**src/rtl/eta16_key_operand_feeder_if.sv**
```systemverilog
// Operand/result bus between the key-locked adder feeder and its neighbours.
//   slave  : the feeder side (accepts operand pairs, drives the adder, returns results)
//   master : the environment side (offers pairs, models the adder, consumes results)
// Signals:
//   in_valid_i/in_ready_o     operand pair handshake
//   a1_i/a2_i                 operand pair
//   add1_o/add2_o/keyinput_o  drive the combinational locked adder
//   result_i                  adder result (DATA_WIDTH+1 bits)
//   res_o/res_valid_o/res_ready_i  captured result handshake
interface eta16_key_operand_feeder_if #(
  parameter int DATA_WIDTH = 16,
  parameter int KEY_WIDTH  = 32
);
  logic                  in_valid_i;
  logic                  in_ready_o;
  logic [DATA_WIDTH-1:0] a1_i;
  logic [DATA_WIDTH-1:0] a2_i;
  logic [DATA_WIDTH-1:0] add1_o;
  logic [DATA_WIDTH-1:0] add2_o;
  logic [KEY_WIDTH-1:0]  keyinput_o;
  logic [DATA_WIDTH:0]   result_i;
  logic [DATA_WIDTH:0]   res_o;
  logic                  res_valid_o;
  logic                  res_ready_i;

  modport slave (
    input  in_valid_i, a1_i, a2_i, result_i, res_ready_i,
    output in_ready_o, add1_o, add2_o, keyinput_o, res_o, res_valid_o
  );

  modport master (
    output in_valid_i, a1_i, a2_i, result_i, res_ready_i,
    input  in_ready_o, add1_o, add2_o, keyinput_o, res_o, res_valid_o
  );
endinterface

```
**src/rtl/eta16_key_operand_feeder.sv**
```systemverilog
// Feeder and result-capture stage for the 32-bit-key locked 16-bit
// error-tolerant type-2 adder.
//   - The key is shifted in serially (MSB first, then one even-parity bit)
//     into a shadow register and only applied to keyinput_o after the parity
//     of all KEY_WIDTH+1 bits checks out.
//   - Operand pairs are registered into the adder (Stage A) through a
//     valid/ready handshake; the adder result is captured one cycle later
//     (Stage B).
// Ports:
//   clk, rst                 clock (rising edge), async active-high reset
//   key_load_start_i         request a (re)key
//   key_bit_i/_valid_i       serial key bit stream
//   bus (slave modport)      operand/adder/result bus, see the interface
//   armed_o                  key applied, operands accepted
//   fault_o                  last key load failed parity
//   fault_count_o            saturating count of parity failures
module eta16_key_operand_feeder #(
  parameter int DATA_WIDTH = 16,
  parameter int KEY_WIDTH  = 32,
  parameter int FCNT_WIDTH = 4
) (
  input  logic                   clk,
  input  logic                   rst,
  input  logic                   key_load_start_i,
  input  logic                   key_bit_i,
  input  logic                   key_bit_valid_i,
  eta16_key_operand_feeder_if.slave bus,
  output logic                   armed_o,
  output logic                   fault_o,
  output logic [FCNT_WIDTH-1:0]  fault_count_o
);

  localparam int CW = $clog2(KEY_WIDTH + 2);

  typedef enum logic [2:0] {
    S_IDLE,
    S_LOAD,
    S_CHECK,
    S_ARMED,
    S_FAULT
  } state_t;

  state_t                state_q;
  logic [KEY_WIDTH:0]    shadow_q;
  logic [CW-1:0]         cnt_q;
  logic [KEY_WIDTH-1:0]  keyinput_q;
  logic                  armed_q;
  logic                  fault_q;
  logic                  pending_q;
  logic [FCNT_WIDTH-1:0] fcnt_q;

  logic                  a_valid_q, a_valid_d;
  logic [DATA_WIDTH-1:0] add1_q, add1_d;
  logic [DATA_WIDTH-1:0] add2_q, add2_d;
  logic                  res_valid_q, res_valid_d;
  logic [DATA_WIDTH:0]   res_q, res_d;

  logic accept;
  logic adv_b;
  logic in_ready;
  logic pipe_empty;

  // Key FSM: all outputs are registered alongside the state.
  always_ff @(posedge clk or posedge rst) begin
    if (rst) begin
      state_q    <= S_IDLE;
      shadow_q   <= '0;
      cnt_q      <= '0;
      keyinput_q <= '0;
      armed_q    <= 1'b0;
      fault_q    <= 1'b0;
      pending_q  <= 1'b0;
      fcnt_q     <= '0;
    end else begin
      unique case (state_q)
        S_IDLE: begin
          if (key_load_start_i) begin
            state_q <= S_LOAD;
            cnt_q   <= '0;
          end
        end

        S_LOAD: begin
          // A restart wins over a bit arriving in the same cycle.
          if (key_load_start_i) begin
            cnt_q <= '0;
          end else if (key_bit_valid_i) begin
            shadow_q <= {shadow_q[KEY_WIDTH-1:0], key_bit_i};
            cnt_q    <= cnt_q + CW'(1);
            if (cnt_q == CW'(KEY_WIDTH)) begin
              state_q <= S_CHECK;
            end
          end
        end

        S_CHECK: begin
          if (^shadow_q == 1'b0) begin
            state_q    <= S_ARMED;
            keyinput_q <= shadow_q[KEY_WIDTH:1];
            armed_q    <= 1'b1;
          end else begin
            state_q <= S_FAULT;
            fault_q <= 1'b1;
            if (fcnt_q != '1) begin
              fcnt_q <= fcnt_q + FCNT_WIDTH'(1);
            end
          end
        end

        S_ARMED: begin
          // The rekey waits until both pipeline stages have drained so no
          // in-flight pair is computed under a cleared key.
          if (pending_q && pipe_empty) begin
            state_q    <= S_LOAD;
            pending_q  <= 1'b0;
            cnt_q      <= '0;
            keyinput_q <= '0;
            armed_q    <= 1'b0;
          end else if (key_load_start_i) begin
            pending_q <= 1'b1;
          end
        end

        S_FAULT: begin
          keyinput_q <= '0;
          if (key_load_start_i) begin
            state_q <= S_LOAD;
            cnt_q   <= '0;
            fault_q <= 1'b0;
          end
        end

        default: begin
          state_q <= S_IDLE;
        end
      endcase
    end
  end

  assign pipe_empty = !a_valid_q && !res_valid_q;
  assign adv_b      = a_valid_q && (!res_valid_q || bus.res_ready_i);
  assign in_ready   = armed_q && !pending_q && (!a_valid_q || adv_b);
  assign accept     = bus.in_valid_i && in_ready;

  always_comb begin
    a_valid_d   = a_valid_q;
    add1_d      = add1_q;
    add2_d      = add2_q;
    res_valid_d = res_valid_q;
    res_d       = res_q;

    if (accept) begin
      a_valid_d = 1'b1;
      add1_d    = bus.a1_i;
      add2_d    = bus.a2_i;
    end else if (adv_b) begin
      a_valid_d = 1'b0;
    end

    if (adv_b) begin
      res_valid_d = 1'b1;
      res_d       = bus.result_i;
    end else if (bus.res_ready_i) begin
      res_valid_d = 1'b0;
    end
  end

  always_ff @(posedge clk or posedge rst) begin
    if (rst) begin
      a_valid_q   <= 1'b0;
      add1_q      <= '0;
      add2_q      <= '0;
      res_valid_q <= 1'b0;
      res_q       <= '0;
    end else begin
      a_valid_q   <= a_valid_d;
      add1_q      <= add1_d;
      add2_q      <= add2_d;
      res_valid_q <= res_valid_d;
      res_q       <= res_d;
    end
  end

  assign bus.in_ready_o  = in_ready;
  assign bus.add1_o      = add1_q;
  assign bus.add2_o      = add2_q;
  assign bus.keyinput_o  = keyinput_q;
  assign bus.res_o       = res_q;
  assign bus.res_valid_o = res_valid_q;
  assign armed_o         = armed_q;
  assign fault_o         = fault_q;
  assign fault_count_o   = fcnt_q;

endmodule

```
**src/flat_wrapper.sv**
```systemverilog
// flat-port wrapper written by rule: the top's interface ports become plain ports
module eta16_key_operand_feeder_flat 
#(
  parameter int DATA_WIDTH = 16,
  parameter int KEY_WIDTH  = 32,
  parameter int FCNT_WIDTH = 4
)
  (clk, rst, key_load_start_i, key_bit_i, key_bit_valid_i, armed_o, fault_o, fault_count_o, bus_in_valid_i, bus_a1_i, bus_a2_i, bus_result_i, bus_res_ready_i, bus_in_ready_o, bus_add1_o, bus_add2_o, bus_keyinput_o, bus_res_o, bus_res_valid_o);
  eta16_key_operand_feeder_if #(.DATA_WIDTH(DATA_WIDTH), .KEY_WIDTH(KEY_WIDTH)) bus_i ();
  input  logic clk;
  input  logic rst;
  input  logic key_load_start_i;
  input  logic key_bit_i;
  input  logic key_bit_valid_i;
  output logic armed_o;
  output logic fault_o;
  output logic [FCNT_WIDTH-1:0] fault_count_o;
  input wire logic [$bits(bus_i.in_valid_i)-1:0] bus_in_valid_i;
  input wire logic [$bits(bus_i.a1_i)-1:0] bus_a1_i;
  input wire logic [$bits(bus_i.a2_i)-1:0] bus_a2_i;
  input wire logic [$bits(bus_i.result_i)-1:0] bus_result_i;
  input wire logic [$bits(bus_i.res_ready_i)-1:0] bus_res_ready_i;
  output wire logic [$bits(bus_i.in_ready_o)-1:0] bus_in_ready_o;
  output wire logic [$bits(bus_i.add1_o)-1:0] bus_add1_o;
  output wire logic [$bits(bus_i.add2_o)-1:0] bus_add2_o;
  output wire logic [$bits(bus_i.keyinput_o)-1:0] bus_keyinput_o;
  output wire logic [$bits(bus_i.res_o)-1:0] bus_res_o;
  output wire logic [$bits(bus_i.res_valid_o)-1:0] bus_res_valid_o;
  assign bus_i.in_valid_i = bus_in_valid_i;
  assign bus_i.a1_i = bus_a1_i;
  assign bus_i.a2_i = bus_a2_i;
  assign bus_i.result_i = bus_result_i;
  assign bus_i.res_ready_i = bus_res_ready_i;
  assign bus_in_ready_o = bus_i.in_ready_o;
  assign bus_add1_o = bus_i.add1_o;
  assign bus_add2_o = bus_i.add2_o;
  assign bus_keyinput_o = bus_i.keyinput_o;
  assign bus_res_o = bus_i.res_o;
  assign bus_res_valid_o = bus_i.res_valid_o;
  eta16_key_operand_feeder #(.DATA_WIDTH(DATA_WIDTH), .KEY_WIDTH(KEY_WIDTH), .FCNT_WIDTH(FCNT_WIDTH)) u_core (.clk(clk), .rst(rst), .key_load_start_i(key_load_start_i), .key_bit_i(key_bit_i), .key_bit_valid_i(key_bit_valid_i), .bus(bus_i), .armed_o(armed_o), .fault_o(fault_o), .fault_count_o(fault_count_o));
endmodule
```
**config.mk**
```make
export PLATFORM = sky130hd
export DESIGN_NAME = eta16_key_operand_feeder_flat
export DESIGN_NICKNAME = d
export VERILOG_FILES = /design/src/rtl/eta16_key_operand_feeder_if.sv /design/src/rtl/eta16_key_operand_feeder.sv /design/src/flat_wrapper.sv
export SDC_FILE = /design/constraint.sdc
export NUM_CORES = 1
export LEC_CHECK = 0
export ABC_AREA = 1
export CORE_MARGIN = 2
export CORE_UTILIZATION = 45
export DETAILED_ROUTE_END_ITERATION = 8
export GPL_ROUTABILITY_DRIVEN = 0
export GPL_TIMING_DRIVEN = 0
export PLACE_DENSITY = 0.87
export SYNTH_ARGS = -nofsm -noshare
export SYNTH_HDL_FRONTEND = slang
export SYNTH_SLANG_ARGS = --single-unit
```
**constraint.sdc**
```tcl
create_clock -name clk -period 4.5 [get_ports clk]
set_clock_uncertainty 0.05 [all_clocks]
set_input_delay 0.9 -clock clk [delete_from_list [all_inputs] [get_ports clk]]
set_output_delay 0.9 -clock clk [all_outputs]
set_load 0.1 [all_outputs]
```
* After elaboration in Yosys (flattened, before gate mapping)
Cells that the tools add are included.
** Operators by class
- Reductions and logical operators :: 29
- Mux-type cells :: 27
- Add/subtract/negate cells :: 2
- Shift operators :: 0
- Equality and inequality tests :: 15
- Multiply operators :: 0
- Bitwise gates (word level) :: 1
- $lt $le $gt $ge :: 0
- Divide/modulo/power cells :: 0
** Operator list (count)
- $pmux 32 s3 :: 1
- $mux 32 :: 2
- $reduce_xor 33->1 :: 1
- $mux 6 :: 4
- $mux 3 :: 6
- $pmux 6 s3 :: 1
- $reduce_and 3->1 :: 5
- $pmux 3 s4 :: 1
- $mux 1 :: 10
- $reduce_bool 2->1 :: 5
- $ne 2x1->1 const B :: 4
- $ne 2x2->1 const B :: 4
- $add 6x1->6 const B :: 1
- $eq 3x2->1 const B :: 2
- $eq 6x6->1 const B :: 1
- $logic_and 1x1->1 :: 6
- $reduce_bool 3->1 :: 2
- $reduce_and 5->1 :: 1
- $add 4x1->4 const B :: 1
- $ne 4x4->1 const B :: 1
- $pmux 1 s2 :: 2
- $reduce_and 4->1 :: 1
- $eq 3x1->1 const B :: 1
- $eq 3x3->1 const B :: 1
- other kinds (7) :: 10
** Word-level totals
- Output and inout bits :: 89
- Memory bits (read-only) :: 0
- RAM bits :: 0
- Latch bits :: 0
- Bits in registers :: 132
- Word-level logic and storage cells :: 87
- Memories kept :: 0

* Longest topological paths before layout
- Depth in word-level cells :: 7
- Mapped depth :: 19
- Depth with buffers taken out :: 18

* Worst setup path before layout
Ideal clock, no wire load.
- Path type :: register to register
- Start point :: register u_core.res_valid_q (netlist: u_core.bus.res_valid_o)
- End point :: register u_core.add1_q[10] (netlist: u_core.bus.add1_o[10])
- Required time :: 4324 ps
- Path buffers :: 1
- Setup slack :: 1667 ps
- Cell stages (with the launch flop) :: 7
- Data arrival time :: 2657 ps
- Setup time :: 126 ps
- Cells stage by stage :: dfrtp_1 nand3_1 nand3_1 inv_1 nand2_1 buf_1 mux2_2
** Between the ends
- Longest elaborated chain between the ends :: 6
** RTL lines
- start, declared :: RTL line eta16_key_operand_feeder.sv:55 : logic res_valid_q, res_valid_d;
- start signal, assigned :: RTL line eta16_key_operand_feeder.sv:179 : res_valid_q <= res_valid_d;
- $logic_not 1->1 :: RTL line eta16_key_operand_feeder.sv:141 : assign adv_b = a_valid_q && (!res_valid_q || bus.res_ready_i);
- $logic_or 1x1->1 :: RTL line eta16_key_operand_feeder.sv:141
- $logic_and 1x1->1 :: RTL line eta16_key_operand_feeder.sv:141
- $logic_or 1x1->1 :: RTL line eta16_key_operand_feeder.sv:142 : assign in_ready = armed_q && !pending_q && (!a_valid_q || adv_b);
- $logic_and 1x1->1 :: RTL line eta16_key_operand_feeder.sv:142
- named net bus_in_ready_o :: RTL line flat_wrapper.sv:23 : output wire logic [$bits(bus_i.in_ready_o)-1:0] bus_in_ready_o;
- $logic_and 1x1->1 :: RTL line eta16_key_operand_feeder.sv:143 : assign accept = bus.in_valid_i && in_ready;
- end signal, assigned :: RTL line eta16_key_operand_feeder.sv:171 : add1_q <= '0;
- end signal, assigned :: RTL line eta16_key_operand_feeder.sv:177 : add1_q <= add1_d;
- end, declared :: RTL line eta16_key_operand_feeder.sv:53 : logic [DATA_WIDTH-1:0] add1_q, add1_d;
The timed path passes the listed nets, and every way through them passes these cells.
A chain may end at the register's enable or synchronous reset.

* Worst setup path after layout
- Start point :: input port bus_res_ready_i
- End point :: output port bus_in_ready_o
** Between the ends
- Longest elaborated chain between the ends :: 4
** RTL lines
- start, declared :: RTL line flat_wrapper.sv:22 : input wire logic [$bits(bus_i.res_ready_i)-1:0] bus_res_ready_i;
- $logic_or 1x1->1 :: RTL line eta16_key_operand_feeder.sv:141
- $logic_and 1x1->1 :: RTL line eta16_key_operand_feeder.sv:141
- $logic_or 1x1->1 :: RTL line eta16_key_operand_feeder.sv:142
- $logic_and 1x1->1 :: RTL line eta16_key_operand_feeder.sv:142
- end, declared :: RTL line flat_wrapper.sv:23
Every way passes these cells.

==> run summary <==
The run finished with clean final reports. The maximum fanout encountered on the critical timing path is 2. Across all layers, the routed design uses 4947 vias. In this run the number of H-tree levels came out at 4.

After detailed placement, the total cell area comes to 7710 sq um. Summing all flip-flop and latch instances after layout gives 3300 sq um. Tracing the worst setup path back leads to its startpoint at bus_res_ready_i.

The path type of the worst setup path is primary input to output pin. In this run the worst hold path is classified as flip-flop to flip-flop. Summed over all failing endpoints, the final setup total negative slack is 0 ns.

Entering global routing, the biggest net connects 90 pins. The total global routing track utilization came out at 20.6%. The number of nets produced by synthesis came out at 729. Wires add up to 13900 um. The worst register-to-register path begins at u_core.bus.res_valid_o. Measured against its own limit, the worst slew margin works out to 30.7%. The worst-skew pair later-pin latency is 0.41 ns. The tool flagged a number of max-cap violations equal to 0. The distinct cell type count of the synthesized netlist is 33. The share of the clock period used by the worst path is 84.3%. The final hold violation count came out at 0. The sequential fraction of the synthesis area is 54.9%. Data arrives at the worst endpoint at 2.84 ns. For this run, the top clock speed supported by timing is 0.264 GHz. The worst register-to-register path has a setup slack of 2.27 ns. The total standard cell area after synthesis is 6010 sq um. The die width came out at 120 um. In the final routed layout, each cell accounts on average for 13.6 um.

The initial core utilization came out at 45.8%. The worst setup path is launched from a primary input. After clock tree synthesis, the clock-pin slew on the worst setup and hold paths is 0.05 ns.

In the routed layout, each cell is associated on average with a via count of 4.84. Relative to the synthesized area, the layout overhead comes to 38.7%. The number of inserted diodes is 0. The post-synthesis xor/xnor area fraction came out at 1.31%. The synthesized area per cell is 8.98 sq um. The number of synthesized register bits is 132. At the pin with the least slew margin, the transition time is 1.04 ns. The final number of max-transition violations came out at 0.

The first global-routing pass estimated 23200 um of wire. The floorplan row count came out at 42. The portion of synthesized cell area occupied by the leading cell type came out at 54.9%. The number of failing setup endpoints in the final timing report came out at 0. The number of clock sinks came out at 132. The largest area contributor in the synthesized netlist is sky130_fd_sc_hd__dfrtp_1. The die span in y is 120 um. The count of buffers from port buffering came out at 144.

The number of antenna violations at the first check in global routing was 0. Ranked by total cell area, the synthesized netlist is headed by sky130_fd_sc_hd__dfrtp_1 55%, sky130_fd_sc_hd__nand2_1 15%, sky130_fd_sc_hd__mux2_2 9.2%. The remaining antenna violation count came out at 0. Of the total synthesized cell area, the portion taken by full adders, half adders and majority gates is 0.624%. The mux share of post-synthesis cell area is 9.18%. The HPWL after detailed placement came out at 10100 um.

The worst hold-check slack is 0.416 ns. The first-pass detailed-route iteration total came out at 4. The routed design could run at a clock period as short as 3.79 ns. Once the clock tree was built, the setup fixing pass inserted 0 buffers. The maximum count of clock buffers along a single path is 2. In this run the critical register-to-register path is captured at u_core.shadow_q[4]. The critical path capture point is bus_in_ready_o. TritonCTS built the clock tree.

Summing the areas of all compound-gate instances in the mapped netlist gives 4.41% of the synthesized area. STA puts the critical path data required time at 3.55 ns. By area, the combinational part of the netlist is dominated by simple AND/OR/NAND/NOR gates. The critical path capture point type is an output pin. In this run the clock root is driven by a sky130_fd_sc_hd__clkbuf_16. Counting the buffers created by CTS gives 17. The number of global-route vias before repair came to 4849. For this run, the post-layout net count is 893. The floorplan die area is 14300 sq um.

The count of cells resized by post-cts repair is 0. The depth of the worst register-to-register path came out at 10. The multi-input logic area is 2340 sq um. The synthesized-area fraction occupied by and/or/nand/nor cells came out at 23.4%. The hold-fix buffer count after cts came out at 0. After technology mapping, the gate count stands at 670.

The area of the placeable core came out at 13100 sq um. In this run the count of I/O pins placed on the die edge is 145. After filler insertion, the fill cell instance count of the layout stands at 1015. In this run, the number of DRC markers left after iteration 0 of detailed routing was 283. The post-layout utilization of the core came out at 63.5%. The count of yosys warnings during synthesis came out at 0.

Cells with a size suffix above 1 make up 12.2% of the layout. The leftover overflow at the end of global routing came out at 0. The finished cells cover 8340 sq um. In the routed design, unresolved DRC markers number 0. Setup repair after global routing left no endpoint under its margin.
worst max-delay path: stages:
cell                              delay [ns]
sky130_fd_sc_hd__clkdlybuf4s50_1        0.45
sky130_fd_sc_hd__inv_1                  0.05
sky130_fd_sc_hd__nand3_1                0.08
sky130_fd_sc_hd__nand3_1                0.07
sky130_fd_sc_hd__inv_1                  0.13
sky130_fd_sc_hd__clkdlybuf4s50_1        1.16
per-layer routing:
metal	GRT usage (%)	routed length (um)	up-vias
met5	0	0	-
met2	34.0	6730	150
met3	5.04	795	18
met1	26.2	6150	2318
li1	-	-	2461
met4	7.72	233	0
sequential cells by signal (all words and copies together) (netlist names), 3 cells and up:
| signal | flops |
|---|---|
| u_core.bus.res_o | 17 |
| u_core.bus.add2_o | 16 |
| u_core.bus.keyinput_o | 32 |
| u_core.state_q | 3 |
| u_core.shadow_q | 33 |
| u_core.bus.add1_o | 16 |
| u_core.fault_count_o | 4 |
| u_core.cnt_q | 6 |
layout make-up:
type | count | share of cell area [%]
buffer | 23 | 1.56
clock buffer | 21 | 5.40
clock inverter | 10 | 2.16
inverter | 64 | 2.94
multi-input combinational | 451 | 28.1
sequential | 132 | 39.6
tap | 176 | 2.64
timing repair buffer | 145 | 17.6
cells in the mapped netlist:
master,n
sky130_fd_sc_hd__nor2_4,1
sky130_fd_sc_hd__xor2_1,4
sky130_fd_sc_hd__a21oi_1,5
sky130_fd_sc_hd__inv_1,57
sky130_fd_sc_hd__xnor2_1,5
sky130_fd_sc_hd__nand3b_1,1
sky130_fd_sc_hd__nand2_4,1
sky130_fd_sc_hd__buf_4,2
sky130_fd_sc_hd__nor2_2,1
sky130_fd_sc_hd__nand4_1,4
sky130_fd_sc_hd__clkbuf_1,11
sky130_fd_sc_hd__buf_2,4
sky130_fd_sc_hd__dfrtp_1,132
sky130_fd_sc_hd__nor3_1,2
sky130_fd_sc_hd__nor4_1,1
sky130_fd_sc_hd__buf_12,1
sky130_fd_sc_hd__a31oi_1,1
sky130_fd_sc_hd__nand2_8,2
sky130_fd_sc_hd__nand2_1,236
sky130_fd_sc_hd__mux2_2,49
sky130_fd_sc_hd__o21a_1,1
sky130_fd_sc_hd__o21ai_0,38
sky130_fd_sc_hd__inv_2,7
sky130_fd_sc_hd__o22ai_1,1
sky130_fd_sc_hd__nand3_1,43
sky130_fd_sc_hd__ha_1,3
sky130_fd_sc_hd__buf_6,2
sky130_fd_sc_hd__o21ai_1,6
sky130_fd_sc_hd__nand3_2,1
sky130_fd_sc_hd__buf_1,3
sky130_fd_sc_hd__nor2_1,43
sky130_fd_sc_hd__nand2_2,1
sky130_fd_sc_hd__nor3_2,1
placed cells by master (no fill, tap or decap), types with 2 or more instances in the layout:
cell                              Yosys  routed
sky130_fd_sc_hd__a21oi_1              5       5
sky130_fd_sc_hd__buf_1                3       3
sky130_fd_sc_hd__buf_2                4       4
sky130_fd_sc_hd__buf_4                2       2
sky130_fd_sc_hd__buf_6                2       2
sky130_fd_sc_hd__bufinv_16            0       5
sky130_fd_sc_hd__clkbuf_1            11      14
sky130_fd_sc_hd__clkbuf_16            0      17
sky130_fd_sc_hd__clkdlybuf4s50_1      0     144
sky130_fd_sc_hd__clkinv_2             0       3
sky130_fd_sc_hd__clkinvlp_4           0       2
sky130_fd_sc_hd__dfrtp_1            132     132
sky130_fd_sc_hd__ha_1                 3       3
sky130_fd_sc_hd__inv_1               57      56
sky130_fd_sc_hd__inv_2                7       7
sky130_fd_sc_hd__mux2_2              49      49
sky130_fd_sc_hd__nand2_1            236     236
sky130_fd_sc_hd__nand2_8              2       2
sky130_fd_sc_hd__nand3_1             43      43
sky130_fd_sc_hd__nand4_1              4       4
sky130_fd_sc_hd__nor2_1              43      43
sky130_fd_sc_hd__nor3_1               2       2
sky130_fd_sc_hd__o21ai_0             38      38
sky130_fd_sc_hd__o21ai_1              6       6
sky130_fd_sc_hd__xnor2_1              5       5
sky130_fd_sc_hd__xor2_1               4       4
logic make-up (layout without fill, tap and decap cells):
group | count (synthesis) | after routing
AO/OA/AOI/OAI | 52 | 52
AND/OR/NAND/NOR | 338 | 338
flip-flops | 132 | 132
XOR/XNOR | 9 | 9
adder cells (fa/ha/maj) | 3 | 3
multiplexers | 49 | 49
buffers and inverters | 87 | 263
how the worst min path moves through the flow:
| stage | startpoint | end | slack, ns | cells past startpoint |
|---|---|---|---|---|
| floorplan | u_core.shadow_q[24] | u_core.shadow_q[24] | 0.42 | 2 |
| global placement | u_core.bus.keyinput_o[24] | u_core.bus.keyinput_o[24] | 0.41 | 2 |
| detailed placement | u_core.bus.keyinput_o[21] | u_core.bus.keyinput_o[21] | 0.41 | 2 |
| CTS | u_core.bus.keyinput_o[21] | u_core.bus.keyinput_o[21] | 0.42 | 2 |
| global route | u_core.bus.keyinput_o[17] | u_core.bus.keyinput_o[17] | 0.45 | 2 |
| finish | u_core.bus.keyinput_o[21] | u_core.bus.keyinput_o[21] | 0.42 | 2 |
metrics by stage:
stage | instances | worst slack (ns)
2_1_floorplan | 670 | 0.0240
3_3_place_gp | 990 | -1.82
3_5_place_dp | 991 | 0.696
4_1_cts | 1022 | 0.695
5_1_grt | 1022 | 0.635
6_report | 1022 | 0.708
Power is not shown: default switching activity piles up to over one toggle a cycle in this logic, so the estimate is an artifact.
